===== config.mk =====
export PLATFORM = sky130hd
export DESIGN_NAME = alu_host_sequencer
export DESIGN_NICKNAME = d
export VERILOG_FILES = /design/src/rtl/alu_host_sequencer.sv
export SDC_FILE = /design/constraint.sdc
export NUM_CORES = 1
export LEC_CHECK = 0
export ABC_AREA = 1
export CAP_MARGIN = 20
export CORE_UTILIZATION = 40
export CTS_CLUSTER_SIZE = 40
export DETAILED_ROUTE_END_ITERATION = 16
export PLACE_DENSITY = 0.63
export SKIP_LAST_GASP = 1
export SLEW_MARGIN = 5
export SYNTH_ARGS = -nofsm -noshare
export SYNTH_HDL_FRONTEND = slang
export SYNTH_SLANG_ARGS = --single-unit

===== constraint.sdc =====
create_clock -name clk -period 2.51 [get_ports clk]
set_clock_uncertainty 0.2 [all_clocks]
set_input_delay 0.502 -clock clk [delete_from_list [all_inputs] [get_ports clk]]
set_output_delay 0.502 -clock clk [all_outputs]
set_load 0.02 [all_outputs]

===== src/rtl/alu_host_sequencer.sv =====
// rtl/alu_host_sequencer.sv - initiator for the sequential ALU operand/result bus
// Loads operands word by word, waits for END with a watchdog, returns one response.
module alu_host_sequencer #(
    parameter int TIMEOUT = 64,
    parameter int TO_W    = 7
) (
    input  logic        clk,
    input  logic        reset_n,
    input  logic        req_valid,
    output logic        req_ready,
    input  logic [1:0]  req_op,
    input  logic [15:0] req_x,
    input  logic [7:0]  req_y,
    output logic        rsp_valid,
    input  logic        rsp_ready,
    output logic [15:0] rsp_result,
    output logic        rsp_err,
    output logic        alu_begin,
    output logic [1:0]  alu_op_code,
    output logic [7:0]  alu_inbus,
    input  logic [7:0]  alu_outbus,
    input  logic        alu_end
);

    typedef enum logic [1:0] {S_IDLE, S_LOAD, S_WAIT, S_RESP} state_t;

    localparam logic [1:0] OP_DIV = 2'b11;

    state_t          state_q;
    logic [1:0]      op_q;
    logic [15:0]     x_q;
    logic [7:0]      y_q;
    logic [1:0]      k_q;
    logic [TO_W-1:0] wd_q;
    logic [7:0]      h0_q, h1_q;
    logic            end_q;

    logic [1:0]      n_words;
    logic            end_rise;

    // Divide sends the 16-bit dividend as A (high) then Q (low); others send X[7:0] then Y.
    function automatic logic [7:0] word_sel(input logic [1:0] op, input logic [15:0] x,
                                            input logic [7:0] y, input logic [1:0] k);
        logic [7:0] w;
        w = y;
        case (k)
            2'd0:    w = (op == OP_DIV) ? x[15:8] : x[7:0];
            2'd1:    w = (op == OP_DIV) ? x[7:0]  : y;
            default: w = y;
        endcase
        return w;
    endfunction

    assign n_words  = (op_q == OP_DIV) ? 2'd3 : 2'd2;
    assign end_rise = alu_end & ~end_q;

    always_ff @(posedge clk or negedge reset_n) begin
        if (!reset_n) begin
            state_q     <= S_IDLE;
            op_q        <= 2'b00;
            x_q         <= 16'h0000;
            y_q         <= 8'h00;
            k_q         <= 2'd0;
            wd_q        <= '0;
            h0_q        <= 8'h00;
            h1_q        <= 8'h00;
            end_q       <= 1'b0;
            req_ready   <= 1'b1;
            rsp_valid   <= 1'b0;
            rsp_result  <= 16'h0000;
            rsp_err     <= 1'b0;
            alu_begin   <= 1'b0;
            alu_op_code <= 2'b00;
            alu_inbus   <= 8'h00;
        end else begin
            end_q <= alu_end;
            case (state_q)
                S_IDLE: begin
                    if (req_valid) begin
                        op_q        <= req_op;
                        x_q         <= req_x;
                        y_q         <= req_y;
                        k_q         <= 2'd1;
                        req_ready   <= 1'b0;
                        alu_begin   <= 1'b1;
                        alu_op_code <= req_op;
                        alu_inbus   <= word_sel(req_op, req_x, req_y, 2'd0);
                        state_q     <= S_LOAD;
                    end
                end
                S_LOAD: begin
                    alu_begin <= 1'b0;
                    if (k_q < n_words) begin
                        alu_inbus <= word_sel(op_q, x_q, y_q, k_q);
                        k_q       <= k_q + 2'd1;
                    end else begin
                        alu_inbus <= 8'h00;
                        wd_q      <= '0;
                        h0_q      <= 8'h00;
                        h1_q      <= 8'h00;
                        state_q   <= S_WAIT;
                    end
                end
                S_WAIT: begin
                    if (end_rise) begin
                        // The byte on outbus during the END cycle is not part of the result.
                        rsp_result  <= (op_q[1] == 1'b0) ? {{8{h0_q[7]}}, h0_q} : {h1_q, h0_q};
                        rsp_err     <= 1'b0;
                        rsp_valid   <= 1'b1;
                        alu_op_code <= 2'b00;
                        state_q     <= S_RESP;
                    end else begin
                        h1_q <= h0_q;
                        h0_q <= alu_outbus;
                        if (wd_q >= TO_W'(TIMEOUT - 1)) begin
                            rsp_result  <= 16'h0000;
                            rsp_err     <= 1'b1;
                            rsp_valid   <= 1'b1;
                            alu_op_code <= 2'b00;
                            state_q     <= S_RESP;
                        end else begin
                            wd_q <= wd_q + 1'b1;
                        end
                    end
                end
                S_RESP: begin
                    if (rsp_ready) begin
                        rsp_valid <= 1'b0;
                        req_ready <= 1'b1;
                        state_q   <= S_IDLE;
                    end
                end
                default: state_q <= S_IDLE;
            endcase
        end
    end

endmodule


==> results of run 1 <==
final cells by class:
cell class | count | area (µm²) | area share (%)
Multi-Input combinational cell | 339 | 1720 | 33.7
Sequential cell | 84 | 2100 | 41.1
Tap cell | 133 | 166 | 3.26
Inverter | 43 | 161 | 3.16
Timing Repair Buffer | 78 | 768 | 15.0
Clock buffer | 11 | 131 | 2.57
Clock inverter | 5 | 61.3 | 1.20
flip-flops by register name (all words and copies together) (netlist names):
register,cells
alu_begin,1
alu_inbus,8
alu_op_code,2
end_q,1
h0_q,8
h1_q,8
k_q,2
op_q,2
req_ready,1
rsp_err,1
rsp_result,16
rsp_valid,1
state_q,2
wd_q,7
x_q,16
y_q,8
Yosys cell counts, types with 3 or more instances:
master      n  area (µm²)
o211ai_1    9        67.6
nand2_2     5        31.3
inv_1      37         139
o21ai_0    50         250
nand4_1     3        18.8
ha_1        7        87.6
nand3_2    16         160
inv_2       6        22.5
nor2_1     19        71.3
o21ai_1    17        85.1
clkbuf_1    8        30.0
a21oi_1    27         135
dfrtp_1    83        2080
buf_2       7        35.0
nand2_1   142         533
nand3_1    29         145
power by group through the flow:
stage	clock (mW)	combinational [mW]	sequential, mW
floorplan	0	1.60	2.42
global placement	0	2.72	2.26
detailed placement	0	2.78	2.26
CTS	0.992	2.79	2.24
global route	1.04	3.14	2.31
finish	0.960	2.76	2.24
tightest hold or removal path: stages (launching register included):
cell and delay, ns:
dfrtp_1 0.35, nand2_1 0.06, nand2_1 0.05
per-layer routing:
metal	track usage (%)	wire, µm
met3	3.05	363
met4	8.02	167
met1	27.9	4610
met2	30.4	4410
met5	0	0
through the flow:
step	instances	power, mW	setup slack (ns)	utilization, %	instance area [µm²]
final	693	5.97	0.319	51.8	5110
after global routing	693	6.49	0.208	51.8	5110
after CTS	693	6.03	0.301	51.8	5110
after detailed placement	676	5.04	0.198	49.8	4910
after global placement	676	4.98	0.263	49.8	4910
after floorplan	486	4.02	0.793	-	4090
timing repair:
item / CTS / global route
hold buffers: 1 / 0
endpoints found under the setup margin: 0 / 0
hold endpoints to repair: 29 / 0
final timing paths:
check                            endpoint  slack (ns)  depth (start not counted)
min in group asynchronous          x_q[2]        0.43                          2
worst min-delay path            rsp_valid        0.28                          2
worst max register to register     k_q[0]        0.44                          8
worst min register to register  rsp_valid        0.28                          2
worst max-delay path            req_ready        0.32                          1
max in group asynchronous       req_ready        1.02                          3
kinds of logic after synthesis:
kind of cell / count (synthesis) / synth area share (%)
XOR/XNOR: 3 / 0.642
adder cells (fa/ha/maj): 7 / 2.14
flip-flops: 84 / 51.4
AO/OA/AOI/OAI: 109 / 14.6
AND/OR/NAND/NOR: 220 / 24.7
buffers and inverters: 63 / 6.57
==> results.json, run 1 <==
{
  "synthArstFlopShare_pct": 100,
  "worstSetupStartpoint": "req_ready",
  "die_y_um": 103,
  "path_buf_inv": 1,
  "startpoint_type": "register",
  "top_level_ports": 69,
  "swShare_pct": 42.6,
  "p_int_mw": 3.43,
  "cts.sinks": 84,
  "synth_enable_flop_cells": 0,
  "grt_pass1_wl_um": 16100,
  "io_buffers": 68,
  "setup_viol": 0,
  "p_switching_mw": 2.54,
  "worstSetupEndpointType": "primary output",
  "hp-class": "reg -> reg",
  "hpwlAfterDp_um": 6750,
  "synth_area_um2": 4090,
  "fmax_mhz": 457,
  "synthCells": 486,
  "p_comb_share_pct": 46.3,
  "grt_max_degree": 38,
  "antenna_found_initial": 0,
  "start_util_pct": 41.5,
  "cp.required_ns": 1.81,
  "grt_setup_unrepaired": "no",
  "cp_max_fo": 2,
  "fin_crit_ns": 2.19,
  "synth_cell_type_count": 31,
  "grt.overflow.total": 0,
  "ys_ff_latch": 84,
  "routedWlPerCell_um": 13.8,
  "num_rows": 36,
  "track_usage_pct": 19.7,
  "worst_path_max_delay_cell": "clkdlybuf4s50_1",
  "fill_cells": 922,
  "drt_iter0_markers": 167,
  "cts_max_path_buffers": 2,
  "coreArea_um2": 9860,
  "firstDrtPassIters": 4,
  "final_cell_mix": "142 x nand2_1, 83 x dfrtp_1, 67 x clkdlybuf4s50_1",
  "cts.clk_slew.worst_paths_ns": 0.08,
  "post_cts_resized": 0,
  "vias": 3437,
  "postSynthAreaPerCell_um2": 8.42,
  "cts_setup_buffers": 0,
  "power_density_nw_per_um2": 1170,
  "fin_crit_sh_pct": 87.3,
  "diodes": 0,
  "dieArea_um2": 10600,
  "reg2reg_from": "state_q[1]",
  "hold_slack_ns": 0.284,
  "worstMarginPinSlew_ns": 0.561,
  "clkLatencyLatePin_ns": 0.35,
  "pwr-share-seq_pct": 37.6,
  "routed_via_density": 4.96,
  "path_cells": "clkdlybuf4s50_1",
  "tns_ns": 0,
  "ys_warn_count": 0,
  "arrival_ns": 1.49,
  "root_buffer": "clkbuf_8",
  "final_common_cell": "nand2_1",
  "routabilityCongestion": 0.831,
  "finalMaxSlewViolations": 0,
  "cts_tree": "yes",
  "h-tree-depth": 3,
  "first_global_vias": 3424,
  "ys_seq_area_share_pct": 51.4,
  "slew_headroom_pct": 62.4,
  "crit_family": "buffers and inverters",
  "drive_above_1_share_pct": 10.7,
  "power.leakage_nw": 2.34,
  "max_stage_delay_ns": 0.60,
  "die_x_um": 103,
  "finalHoldViolCount": 0,
  "drc": 0,
  "area_growth_pct": 24.9,
  "cts_made_buffers": 9,
  "pwr-share-clk_pct": 16.1,
  "syn-num-nets": 532,
  "ant_nets": 0,
  "cap_viol_max_count": 0,
  "outcome": "complete, no violations",
  "irDropWorstVdd_uv": 500,
  "hp-start": "rsp_valid",
  "drt-total-wl_um": 9550,
  "path_class": "reg -> out",
  "nets": 601,
  "synthFlopType": "dfrtp_1"
}
Note: power is estimated with default switching activity, not from simulation.
==> run 2: changes to the inputs <==
Settings changed: CAP_MARGIN 20 to default.
==> results of run 2 <==
No change in the layout: final DEF, timing and power equal those of run 1.
